==> config.mk <==
export PLATFORM = sky130hd
export DESIGN_NAME = if_id_stage_buf
export DESIGN_NICKNAME = d
export VERILOG_FILES = /design/src/rtl/if_id_stage_buf.sv
export SDC_FILE = /design/constraint.sdc
export NUM_CORES = 1
export LEC_CHECK = 0
export CORE_MARGIN = 2
export CORE_UTILIZATION = 45
export DETAILED_ROUTE_END_ITERATION = 6
export HOLD_SLACK_MARGIN = 0.08
export PLACE_DENSITY = 0.77
export SYNTH_ARGS = -nofsm -noshare
export SYNTH_HDL_FRONTEND = slang
export SYNTH_SLANG_ARGS = --single-unit
==> constraint.sdc <==
create_clock -name clk -period 1.8 [get_ports clk]
set_input_delay 0.18 -clock clk [delete_from_list [all_inputs] [get_ports clk]]
set_output_delay 0.18 -clock clk [all_outputs]
set_load 0.01 [all_outputs]
==> src/rtl/if_id_stage_buf.sv <==
// IF/ID pipeline stage: valid/ready handshake on both sides, 2-entry skid buffer,
// flush-to-bubble with a configurable NOP encoding, saturating stall/flush counters.
module if_id_stage_buf #(
  parameter int unsigned              PC_W      = 64,
  parameter int unsigned              INSTR_W   = 32,
  parameter logic [INSTR_W-1:0]       NOP_INSTR = {INSTR_W{1'b0}},
  parameter int unsigned              CNT_W     = 16
) (
  input  logic               clk,
  input  logic               reset,
  input  logic               in_valid,
  output logic               in_ready,
  input  logic [PC_W-1:0]    in_pc,
  input  logic [INSTR_W-1:0] in_instr,
  output logic               out_valid,
  input  logic               out_ready,
  output logic [PC_W-1:0]    out_pc,
  output logic [INSTR_W-1:0] out_instr,
  input  logic               stall,
  input  logic               flush,
  output logic [CNT_W-1:0]   stall_cnt,
  output logic [CNT_W-1:0]   flush_cnt
);

  typedef enum logic [1:0] {
    EMPTY = 2'd0,
    ONE   = 2'd1,
    TWO   = 2'd2
  } state_t;

  state_t             state;
  logic [PC_W-1:0]    skid_pc;
  logic [INSTR_W-1:0] skid_instr;
  logic               in_fire;
  logic               out_fire;

  assign in_ready = (state != TWO);
  assign in_fire  = in_valid & in_ready;
  assign out_fire = out_valid & out_ready & ~stall;

  // Occupancy FSM with head/skid storage; flush overrides every other event.
  always_ff @(posedge clk or negedge reset) begin
    if (!reset) begin
      state      <= EMPTY;
      out_valid  <= 1'b0;
      out_pc     <= '0;
      out_instr  <= NOP_INSTR;
      skid_pc    <= '0;
      skid_instr <= '0;
    end else if (flush) begin
      state     <= EMPTY;
      out_valid <= 1'b0;
      out_instr <= NOP_INSTR;
    end else begin
      case (state)
        EMPTY: begin
          if (in_fire) begin
            state     <= ONE;
            out_valid <= 1'b1;
            out_pc    <= in_pc;
            out_instr <= in_instr;
          end
        end
        ONE: begin
          if (in_fire && out_fire) begin
            out_pc    <= in_pc;
            out_instr <= in_instr;
          end else if (in_fire) begin
            state      <= TWO;
            skid_pc    <= in_pc;
            skid_instr <= in_instr;
          end else if (out_fire) begin
            state     <= EMPTY;
            out_valid <= 1'b0;
            out_instr <= NOP_INSTR;
          end
        end
        TWO: begin
          if (out_fire) begin
            state     <= ONE;
            out_pc    <= skid_pc;
            out_instr <= skid_instr;
          end
        end
        default: begin
          state     <= EMPTY;
          out_valid <= 1'b0;
          out_instr <= NOP_INSTR;
        end
      endcase
    end
  end

  // Saturating performance counters.
  always_ff @(posedge clk or negedge reset) begin
    if (!reset) begin
      stall_cnt <= '0;
      flush_cnt <= '0;
    end else begin
      if (stall && out_valid && (stall_cnt != '1)) begin
        stall_cnt <= stall_cnt + CNT_W'(1);
      end
      if (flush && ((state != EMPTY) || in_fire) && (flush_cnt != '1)) begin
        flush_cnt <= flush_cnt + CNT_W'(1);
      end
    end
  end

endmodule

==> flow_summary.json, run 1 <==
{
  "viasPerCell": 5.381,
  "finalCritPeriodShare_pct": 96.67,
  "final_layout_size_suffix_gt1_share_pct": 19.70,
  "yosysSeqAreaShare_pct": 59.23,
  "cts.sinks": 227,
  "ys.flop_type": "dfrtp_1",
  "ys_types": 42,
  "coreArea_mm2": 0.02096,
  "io_buffer_count": 231,
  "status": "complete, no violations",
  "grt_max_degree": 69,
  "die_area_mm2": 0.02250,
  "syn-cell-area_mm2": 0.009590,
  "period_needed_ns": 1.740,
  "die_h_um": 150.0,
  "path_clk_slew_ns": 0.06,
  "critPathKind": "reg -> out",
  "vias": 7517,
  "yosysWarnings": 0,
  "synth_most_common_cell": "dfrtp_1",
  "ioPinCount": 232,
  "cp-startpoint": "stall_cnt[3]",
  "worstPathArrival_ns": 1.56,
  "p_leak_nw": 6.126,
  "critical_path_required_ns": 1.62,
  "fin_hold_ws_ns": 0.1558,
  "worst_pin_slew_ns": 0.4901,
  "power_density_mw_per_mm2": 1223,
  "critPathLaunchType": "flip-flop",
  "placed_cell_area_mm2": 0.01261,
  "slew_headroom_pct": 67.33,
  "cap_violations": 0,
  "place_congestion": 0.8251,
  "synth_area_leader_cell": "dfrtp_1",
  "fmax_mhz": 574.7,
  "hold_path.class": "in -> async",
  "root_buffer": "clkbuf_16",
  "cp_max_fo": 5,
  "synthToLayoutAreaGrowth_pct": 41.34,
  "syn_nets": 939,
  "register_area_mm2": 0.005687,
  "drv_slew": 0,
  "r2r_setup_slack_ns": 0.06,
  "clock_latency_ns": 0.51,
  "cp-end-kind": "output port",
  "initial_core_util_pct": 45.77,
  "synth_seq_cells": 227,
  "finish.net_count": 1210,
  "fin_skew_ns": 0.008224,
  "grt_overflow": 0,
  "async_reset_ff_share_pct": 100.0,
  "post-route-drc-count": 0,
  "grt_pass1_vias": 7608,
  "rows": 53,
  "cts_tree": "done",
  "dr.pass1.iters": 6,
  "wl_per_cell_um": 17.81,
  "avgSynthCellArea_um2": 11.49,
  "r2r-start": "state[1]",
  "grt_pass1_wl_um": 39860,
  "wirelength_um": 24880,
  "finalHoldViolCount": 0,
  "stdcell_area_mm2": 0.01356,
  "antenna_left": 0,
  "setup_violations": 0,
  "grt_antenna_before_repair": 0,
  "synth-edff-count": 0,
  "htree_levels": 1,
  "fill_cells": 1610,
  "dieWidth_um": 150.0,
  "grt_use_total_pct": 21.97,
  "dp_hpwl_um": 16050,
  "synthTopCellsByArea": "dfrtp_1 59%, mux2_2 8.5%, nand2_1 5.7%",
  "diodes": 0,
  "syn_inst": 835,
  "multi_input_area_mm2": 0.003598,
  "clk_path_buf_depth": 3,
  "peakVddDrop_mv": 0.9152,
  "ys_top_cells_by_count": "227 x dfrtp_1, 146 x nand2_1, 77 x nor2_1",
  "drt-initial-drc-count": 486,
  "cts_buffers": 25,
  "yosysTopAreaCellShare_pct": 59.23
}
## layer usage
layer	routed length (um)	up-vias	GRT usage, %
met2	11930	257	36.05
met1	10470	3741	29.05
met3	1917	37	5.945
met5	0	-	0
met4	563	0	5.613
li1	-	3482	-
## final timing paths
kind	cells past startpoint	endpoint
max in group asynchronous	3	skid_pc[42]
hold / removal	2	stall_cnt[14]
min in group clk	3	out_pc[12]
setup / recovery	2	stall_cnt[3]
hold reg to reg	2	out_instr[0]
setup reg to reg	5	skid_pc[36]
## cell type report
cell class | instances | area share, %
clock buffers | 37 | 5.317
clock inverters | 6 | 0.5907
inverters | 33 | 0.9322
multi-input cells | 524 | 26.55
flip-flops and latches | 227 | 41.95
well taps | 275 | 2.538
repair buffers | 295 | 22.12
## critical path, cell delays in order (launching register included)
cell             delay [ns]
dfrtp_1                0.36
buf_4                  0.15
clkdlybuf4s50_1        0.54
## state kept, by name (all words and copies together), names as in the netlist
signal and flops:
flush_cnt 16, out_pc 64, stall_cnt 16, skid_instr 32
state 2, skid_pc 64, out_instr 32, out_valid 1
## per-stage QoR
step           utilization, %  instances  total power [W]  setup TNS [ns]  worst slack [ns]
3_5_place_dp            60.16       1347          0.01155          -32.72           -0.2824
6_report                64.69       1397          0.01658               0           0.05999
2_1_floorplan               -        835         0.009311          -1.315          -0.04615
3_3_place_gp            60.16       1347          0.01137          -28.14           -0.1969
5_1_grt                 64.69       1397          0.01747        -0.01142         -0.006353
4_1_cts                 64.50       1396          0.01670               0          0.009025
## logic make-up after synthesis
logic type,synth area share [%]
DFF,59.23
buffers and inverters,3.862
xor gates and xnor gates,2.283
adders and majority gates,0.2609
AOI/OAI and AO/OA,9.041
and+or+nand+nor,12.22
muxes,13.10
## power by group
group          leakage (nW)  switching (W)  internal, W
sequential             2.75       0.000835      0.00649
combinational          2.98        0.00168      0.00256
clock                 0.396        0.00198      0.00303
## cells in the final DEF (no fill, tap or decap), types with 16 or more instances in the layout
cell type,instances
a222oi_1,31
a31oi_1,65
buf_4,47
clkbuf_16,26
clkdlybuf4s50_1,227
dfrtp_1,222
inv_1,31
mux2_2,72
mux2_4,29
nand2_1,146
nand4_1,16
nor2_1,76
xnor2_1,18
## what timing repair did
action / CTS / global route
setup buffers: 3 / 1
gates cloned: 2 / 1
endpoints found under the hold margin: 227 / 0
hold buffers: 1 / 0
gates resized for setup: 6 / 13
endpoints found under the setup margin: 54 / 51
pin swaps: 1 / 2
(Power assumes the default switching activity.)
==> inputs of run 2 (changes only) <==
--- a/config.mk
+++ b/config.mk
@@ -5,11 +5,12 @@
 export SDC_FILE = /design/constraint.sdc
 export NUM_CORES = 1
 export LEC_CHECK = 0
+export ABC_AREA = 1
 export CORE_MARGIN = 2
 export CORE_UTILIZATION = 45
 export DETAILED_ROUTE_END_ITERATION = 6
-export HOLD_SLACK_MARGIN = 0.08
-export PLACE_DENSITY = 0.77
+export HOLD_SLACK_MARGIN = 0.1
+export PLACE_DENSITY = 0.75
 export SYNTH_ARGS = -nofsm -noshare
 export SYNTH_HDL_FRONTEND = slang
 export SYNTH_SLANG_ARGS = --single-unit
==> flow_summary.json, run 2 <==
{
  "synth_seq_cells": 227,
  "finalCritPeriodShare_pct": 96.78,
  "finalHoldViolCount": 0,
  "final_layout_size_suffix_gt1_share_pct": 7.014,
  "top_regs": "out_pc x64, skid_pc x64",
  "place_congestion": 0.8459,
  "async_reset_ff_share_pct": 100.0,
  "yosysSeqAreaShare_pct": 52.10,
  "dieWidth_um": 159.7,
  "p_comb_share_pct": 38.1,
  "worst_slack_ns": 0.05802,
  "critical_path_required_ns": 1.62,
  "grt_pass1_vias": 9518,
  "path_clk_slew_ns": 0.06,
  "setup_violations": 0,
  "mostFrequentLayoutCell": "nand2_1",
  "period_needed_ns": 1.742,
  "grt_antenna_before_repair": 0,
  "fin_hold_ws_ns": 0.1697,
  "final_cell_mix": "635 x nand2_1, 228 x clkdlybuf4s50_1, 222 x dfrtp_1",
  "synth_most_common_cell": "nand2_1",
  "yosysWarnings": 0,
  "fill_cells": 1974,
  "ioPinCount": 232,
  "synthTopCellsByArea": "dfrtp_1 52%, nand2_1 22%, nand3_1 6.9%",
  "ys_top_cells_by_count": "636 x nand2_1, 227 x dfrtp_1, 150 x nand3_1",
  "cp-end-kind": "output port",
  "wirelength_um": 29410,
  "cts_buffers": 26,
  "grt_overflow": 0,
  "clkPwrFrac_pct": 24.2,
  "switchingPower_w": 0.007811,
  "slew_headroom_pct": 68.47,
  "seqPwrFrac_pct": 37.8,
  "cap_violations": 0,
  "synth-edff-count": 0,
  "power_density_mw_per_mm2": 1517,
  "clk_path_buf_depth": 3,
  "avgSynthCellArea_um2": 7.705,
  "initial_core_util_pct": 46.17,
  "total_power_w": 0.02225,
  "status": "complete, no violations",
  "slowest_delay_ns": 0.59,
  "vias": 9974,
  "worstPathArrival_ns": 1.56,
  "register_area_mm2": 0.005687,
  "dp_worst_setup_slack_ns": 0.06952,
  "grt_pass1_wl_um": 48420,
  "critPathKind": "reg -> out",
  "yosysTopAreaCellShare_pct": 52.10,
  "multi_input_area_mm2": 0.004377,
  "fin_skew_ns": 0.01062,
  "htree_levels": 1,
  "viasPerCell": 5.017,
  "peakVddDrop_mv": 0.6725,
  "grt_max_degree": 65,
  "syn_nets": 1519,
  "io_buffer_count": 231,
  "fmax_mhz": 574.1,
  "drt-initial-drc-count": 564,
  "synthToLayoutAreaGrowth_pct": 34.54,
  "cts_tree": "done",
  "rows": 56,
  "cp_slowest_cell": "clkdlybuf4s50_1",
  "synth_area_leader_cell": "dfrtp_1",
  "drv_slew": 0,
  "syn-cell-area_mm2": 0.01090,
  "dp_hpwl_um": 19040,
  "setup_tns_ns": 0,
  "post-route-drc-count": 0,
  "antenna_left": 0,
  "finish.net_count": 1753,
  "die_area_mm2": 0.02549,
  "p_leak_nw": 7.263,
  "swShare_pct": 35.11,
  "ys.flop_type": "dfrtp_1",
  "grt_use_total_pct": 22.70,
  "path_cells": "clkdlybuf4s50_1",
  "clock_latency_ns": 0.52,
  "cpLargestDelayFamily": "buffers and inverters",
  "die_h_um": 159.7,
  "cts.sinks": 227,
  "ys_types": 27,
  "path_depth": 1,
  "root_buffer": "clkbuf_16",
  "p_int_w": 0.01444,
  "syn_inst": 1415,
  "dr.pass1.iters": 5,
  "wl_per_cell_um": 14.79,
  "path_buf_inv": 1,
  "hold_path.class": "in -> async",
  "coreArea_mm2": 0.02361,
  "critPathLaunchType": "flip-flop",
  "cp_max_fo": 7,
  "worst_pin_slew_ns": 0.4729,
  "rsz0062_at_grt": "false",
  "worst_r2r_path_depth": 9
}
## run 2: cell types whose count changed after synthesis, sizes merged, moves of 11 or more
cell,change
a222oi,-31
a31oi,-65
buf,+41
clkbuf,-14
inv,+65
mux2,-101
nand2,+494
nand3,+139
nor2,-32
o21ai,+144
xnor2,-11
## run 2: per-stage QoR
stage | utilization, % | instance area (um2) | std cells
after CTS | 61.87 | 14610 | 1984
after floorplan | - | 10900 | 1415
final | 62.12 | 14670 | 1988
after global placement | 58.03 | 13700 | 1934
after global routing | 62.11 | 14670 | 1987
after detailed placement | 58.03 | 13700 | 1934
## run 2: final cells by class
cell class	instances	area share, %
antenna	1	0.01706
clock buffer	37	5.339
clock inverter	10	0.6824
inverter	98	2.508
multi-input combinational	1012	29.84
sequential	227	38.77
tap	319	2.721
timing repair buffer	284	20.13
## run 2: worst paths after layout
path	endpoint	slack, ns	startpoint
setup / recovery	flush_cnt[12]	0.06	flush_cnt[12]
hold / removal	out_pc[34]	0.17	reset
setup reg to reg	out_pc[10]	0.10	state[1]
hold reg to reg	out_pc[14]	0.47	out_pc[14]
max in group asynchronous	out_pc[10]	0.87	reset
min in group clk	skid_pc[55]	0.23	in_pc[55]
## run 2: routing by layer
| metal | up-vias | share of wire (%) | global-route usage (%) |
|---|---|---|---|
| met5 | - | 0 | 0 |
| met4 | 0 | 2.4 | 6.240 |
| met3 | 54 | 6.1 | 3.455 |
| met2 | 348 | 48 | 38.47 |
| met1 | 4656 | 43 | 30.50 |
| li1 | 4916 | - | - |
## run 2: repair_timing
action | in CTS | in global routing
hold buffers | 1 | 0
gates cloned | 0 | 2
endpoints found under the setup margin | 1 | 40
endpoints found under the hold margin | 227 | 0
buffers inserted | 2 | 1
resized for setup | 2 | 6
## run 2: cells by family (layout without fill, tap and decap cells)
kind of cell	after synthesis	count (layout)	synth area share [%]
AOI/OAI and AO/OA	150	150	6.989
xor gates and xnor gates	15	15	1.205
adders and majority gates	2	2	0.2295
buffers and inverters	176	429	8.010
DFF	227	227	52.10
other	0	1	0
and+or+nand+nor	845	845	31.47
## run 2: power by group through the flow
stage	sequential (W)	clock (W)	combinational [W]
final	0.00840	0.00538	0.00847
after global routing	0.00863	0.00571	0.00944
after CTS	0.00838	0.00549	0.00847
after detailed placement	0.00844	0	0.00836
after global placement	0.00839	0	0.00815
after floorplan	0.00872	0	0.00402
==> patch 1: new RTL, settings of run 1 <==
The parameter `PC_W` goes from 64 to 72.
--- a/src/rtl/if_id_stage_buf.sv
+++ b/src/rtl/if_id_stage_buf.sv
@@ -1,7 +1,7 @@
 // IF/ID pipeline stage: valid/ready handshake on both sides, 2-entry skid buffer,
 // flush-to-bubble with a configurable NOP encoding, saturating stall/flush counters.
 module if_id_stage_buf #(
-  parameter int unsigned              PC_W      = 64,
+  parameter int unsigned              PC_W      = 72,
   parameter int unsigned              INSTR_W   = 32,
   parameter logic [INSTR_W-1:0]       NOP_INSTR = {INSTR_W{1'b0}},
   parameter int unsigned              CNT_W     = 16
Interface: changed (resized in_pc and out_pc); port bits go from 232 to 248. No check against the original RTL was run, so the function may have changed too.
==> patch 1 against run 1 <==
- combinational power grew 8.3%
- synthesized area is 7.7% higher
- count of clock-buffer cells in the layout up 8
- setup slack lost 0.0075 ns
- largest cell class unchanged
- first-iteration DRC count rose by 14%
- routed wire length grew 4.9%
- sequential power is 8.3% higher
- power grew 8.0%
- sequential share of layout area barely moved
- highest routed layer unchanged
- maximum frequency is 0.43% lower
- sequential cell count increased by 16
- design area increased by 7.0%
==> patch 1: results (changes against run 1) <==
metric,value,unit,change
Leak Pwr,6.61,nW,+7.8%
Port Buffers,247,,+6.9%
ant diodes,0,,unchanged
Inserted Clock Buffers,27,,+8.0%
synth top area cells,"dfrtp_1, mux2_4, mux2_2",,
share of cells above drive strength 1,0.188,,-0.00916
sequential share of the synthesized area,0.589,,-0.00357
final net count,1290,,+6.6%
Longest Clk Path Bufs,3,,unchanged
DP Wirelength,17700,µm,+10%
Fin Clk Skew,0.00917,ns,+0.000943 ns
vias,8054,,+7.1%
GR Util All Layers,0.214,,-0.00578
Yosys warnings,0,,unchanged
worst-path fanout max,4,,-1
clock-pin slew of the registers on the worst-case setup and hold paths,0.06,ns,about the same
biggest regs,"out_pc (72), skid_pc (72)",,
first-pass GRT wire length,42200,µm,+5.9%
initial drt markers,554,,+14%
CP arrival,1.57,ns,
fillcell total,1730,,+7.5%
sw frac,0.272,,+0.000767
"top cells by count, synth","dfrtp_1, nand2_1, nor2_1",,
Hold WS,0.106,ns,-0.0502 ns
Post-Syn Nets,1009,,+7.5%
maximum vdd ir drop,0.851,mV,-7.0%
pre-CTS setup slack,-0.265,ns,+0.0169 ns
worst rel slew slack,0.645,,-0.0279
status,finished clean,,
post-DR wirelength/cell,17.6,µm,-1.2%
fmax,572,MHz,-0.43%
antenna violations before repair,0,,unchanged
Async SR Flop Fraction,1.00,,unchanged
GPL Wtd Cong,0.839,,+1.7%
largest net degree at the start of global routing,70,,+1.4%
patch 1: changes by cell type in the layout (fill, tap and decap cells not counted), moves of 10 or more:
| cell | run 1 | this run |
|---|---|---|
| mux2_4 | 29 | 49 |
| nand2_1 | 146 | 162 |
| dfrtp_1 | 222 | 237 |
| mux2_2 | 72 | 59 |
| nor2_1 | 76 | 86 |
| clkdlybuf4s50_1 | 227 | 242 |
patch 1: power by group through the flow:
stage          Combinational, mW  Clock [mW]  Sequential (mW)
2_1_floorplan               2.05           0             8.07
3_3_place_gp                4.46           0             7.92
3_5_place_dp                4.60           0             7.99
4_1_cts                     4.62        5.50             7.92
5_1_grt                     4.97        5.74             8.11
6_report                    4.59        5.37             7.94
patch 1: area by class of cell:
class,count,share of cell area
Tap cell,285,0.0246
Inverter,34,0.00897
Sequential cell,243,0.420
Clock buffer,45,0.0567
Clock inverter,4,0.00354
Timing Repair Buffer,307,0.219
Multi-Input combinational cell,565,0.268
patch 1: path summary, 6_finish.rpt:
kind                           startpoint        endpoint  cells past startpoint
max                          stall_cnt[0]    stall_cnt[0]                      2
min                                 reset  skid_instr[26]                      2
max reg2reg                      state[1]     skid_pc[29]                      5
min reg2reg                skid_instr[15]   out_instr[15]                      2
max in group asynchronous           reset      out_pc[41]                      3
min in group clk                in_pc[65]      out_pc[65]                      3
patch 1: timing repair:
action	4_1_cts	5_1_grt
pin swaps	0	4
hold buffers	1	0
endpoints found under the setup margin	2	42
hold endpoints to repair	243	0
resized for setup	5	9
setup buffers	1	5
patch 1: stage by stage:
step	setup TNS [ns]	std cells	total power [mW]	utilization	area (µm²)
final	0	1483	17.9	0.643	14500
after detailed placement	-41.72	1427	12.6	0.600	13600
after floorplan	-2.47	897	10.1	-	10400
after global routing	-0.0333	1483	18.8	0.643	14500
after global placement	-35.83	1427	12.4	0.600	13600
after CTS	0	1478	18.1	0.640	14400
patch 1: critical path, stage by stage, from the launching register on:
cell             delay, ns
dfrtp_1               0.36
buf_4                 0.14
clkdlybuf4s50_1       0.55
patch 1: cells by family after synthesis:
logic type               share of synthesized area
buffers and inverters                       0.0394
multiplexers                                 0.137
adder cells (fa/ha/maj)                    0.00242
AND/OR/NAND/NOR                              0.122
XOR/XNOR                                    0.0212
flip-flops                                   0.589
AO/OA/AOI/OAI                               0.0883
patch 1: metal layers:
layer  GRT usage  wire (µm)
met1       0.276      10800
met2       0.356      12600
met3      0.0607       1990
met4      0.0568        666
met5           0          0
==> patch 2: new RTL, config.mk and constraints of run 1 <==
Made on the original files. The 3 states of `state_t` get a one-hot encoding in 3 bits.
--- a/src/rtl/if_id_stage_buf.sv
+++ b/src/rtl/if_id_stage_buf.sv
@@ -22,10 +22,10 @@
   output logic [CNT_W-1:0]   flush_cnt
 );
 
-  typedef enum logic [1:0] {
-    EMPTY = 2'd0,
-    ONE   = 2'd1,
-    TWO   = 2'd2
+  typedef enum logic [2:0] {
+    EMPTY = 3'b001,
+    ONE   = 3'b010,
+    TWO   = 3'b100
   } state_t;
 
   state_t             state;
Formal check against the unedited RTL: no difference found for any inputs over 4 cycles, from zero or initial values and one cycle with reset low; so few cycles prove little.
==> patch 2 against run 1 <==
- the run now ends with negative setup slack left
- design area up 18%
- critical path depth up 6
- clock skew up 0.0064 ns
- routed wire length up 21%
- power down 8.5%
- setup slack worse by 0.20 ns
- sequential cell count up 1
- synthesized area up 9.5%
- final cell count up 0.79%
- non-clock buffer count up 61
- count of clock-buffer cells in the layout up 3
- sequential power down 10%
==> patch 2: results (changes against run 1) <==
metric,value,unit,change
worst rel slew slack,0.680,,+0.00672
largest net degree at the start of global routing,56,,-19%
vias in the first global route,7797,,+2.5%
Post-Syn Nets,839,,-11%
first-pass GRT wire length,42400,µm,+6.3%
Post-Layout Cell Count,1408,,+0.79%
initial drt markers,306,,-37%
fillcell total,1489,,-7.5%
Cells after DPL,1305,,-3.1%
GPL Wtd Cong,0.828,,+0.40%
"top cells by count, synth","dfrtp_1, mux2_2, mux2_4",,
DP Wirelength,16800,µm,+4.4%
CP arrival,2.37,ns,+0.81 ns
maximum vdd ir drop,0.506,mV,-45%
Syn Area/Cell,14.3,µm²,+24%
pre-CTS setup slack,-0.344,ns,-0.0613 ns
status,"complete, but fails checks",,
Final setup viols,201,,+201
Leak Pwr,7.41,nW,+21%
1st-pass router iterations,4,,-2
fin worst setup slack,-0.138,ns,-0.197 ns
synth top area cells,"dfrtp_1, mux2_2, mux2_4",,
antenna violations before repair,1,,+1
placed instance area,0.0137,mm²,+8.9%
Multi-input gate area,0.00491,mm²,+37%
Fin Clk Skew,0.0147,ns,+0.00644 ns
worst-path fanout max,8,,+3
violated checks,negative setup slack,,
patch 2: logic make-up (layout without fill, tap and decap cells):
group                    after synthesis  after routing  synth area share
XOR/XNOR                              29             29            0.0242
AND/OR/NAND/NOR                       92             92            0.0603
buffers and inverters                 46            405            0.0258
AO/OA/AOI/OAI                        110            110            0.0781
flip-flops                           228            228             0.543
multiplexers                         228            228             0.266
adder cells (fa/ha/maj)                2              2           0.00238
other                                  0              1                 0
patch 2: power breakdown:
part | switching [mW] | internal [mW]
combinational | 1.35 | 2.30
sequential | 0.592 | 6.01
clock | 2.06 | 2.85
total | 4.01 | 11.2
patch 2: per-layer routing:
metal,track usage,share of wire,vias up
li1,-,-,3424
met1,0.300,0.44,3959
met2,0.349,0.48,231
met3,0.0521,0.064,36
met4,0.0450,0.014,0
met5,0,0,-
patch 2: repair_timing:
item	CTS	global route
setup endpoints to repair	99	217
cloned	11	21
hold buffers	1	0
hold endpoints to repair	227	0
buffers inserted	19	9
pin swaps	6	22
resized for setup	60	69
patch 2: stage by stage:
stage                     utilization  setup TNS (ns)  hold slack, ns
after floorplan                     -               0          -0.116
after CTS                       0.667           -6.66           0.195
final                           0.704          -12.86           0.203
after detailed placement        0.603          -39.76           0.151
after global placement          0.603          -35.39           0.149
after global routing            0.704          -23.58           0.225
patch 2: worst paths after layout:
| path | from | endpoint | slack [ns] |
|---|---|---|---|
| setup / recovery | state[2] | out_instr[11] | -0.14 |
| hold / removal | reset | stall_cnt[11] | 0.20 |
| setup reg to reg | state[2] | out_instr[11] | -0.14 |
| hold reg to reg | out_instr[8] | out_instr[8] | 0.50 |
| max in group asynchronous | reset | out_pc[1] | 0.96 |
| min in group clk | in_pc[57] | skid_pc[57] | 0.30 |
patch 2: critical path, stage by stage (launching register included):
cell	delay [ns]
dfrtp_2	0.41
buf_6	0.13
buf_6	0.12
or4b_4	0.50
a21oi_4	0.16
buf_12	0.15
buf_12	0.12
buf_16	0.14
o2bb2ai_4	0.11
patch 2: layout make-up:
cell class	instances	area share
flip-flops and latches	228	0.356
multi-input cells	461	0.307
repair buffers	356	0.263
clock buffers	40	0.0469
well taps	313	0.0244
clock inverters	5	0.00172
inverters	4	0.000936
diodes	1	0.000156
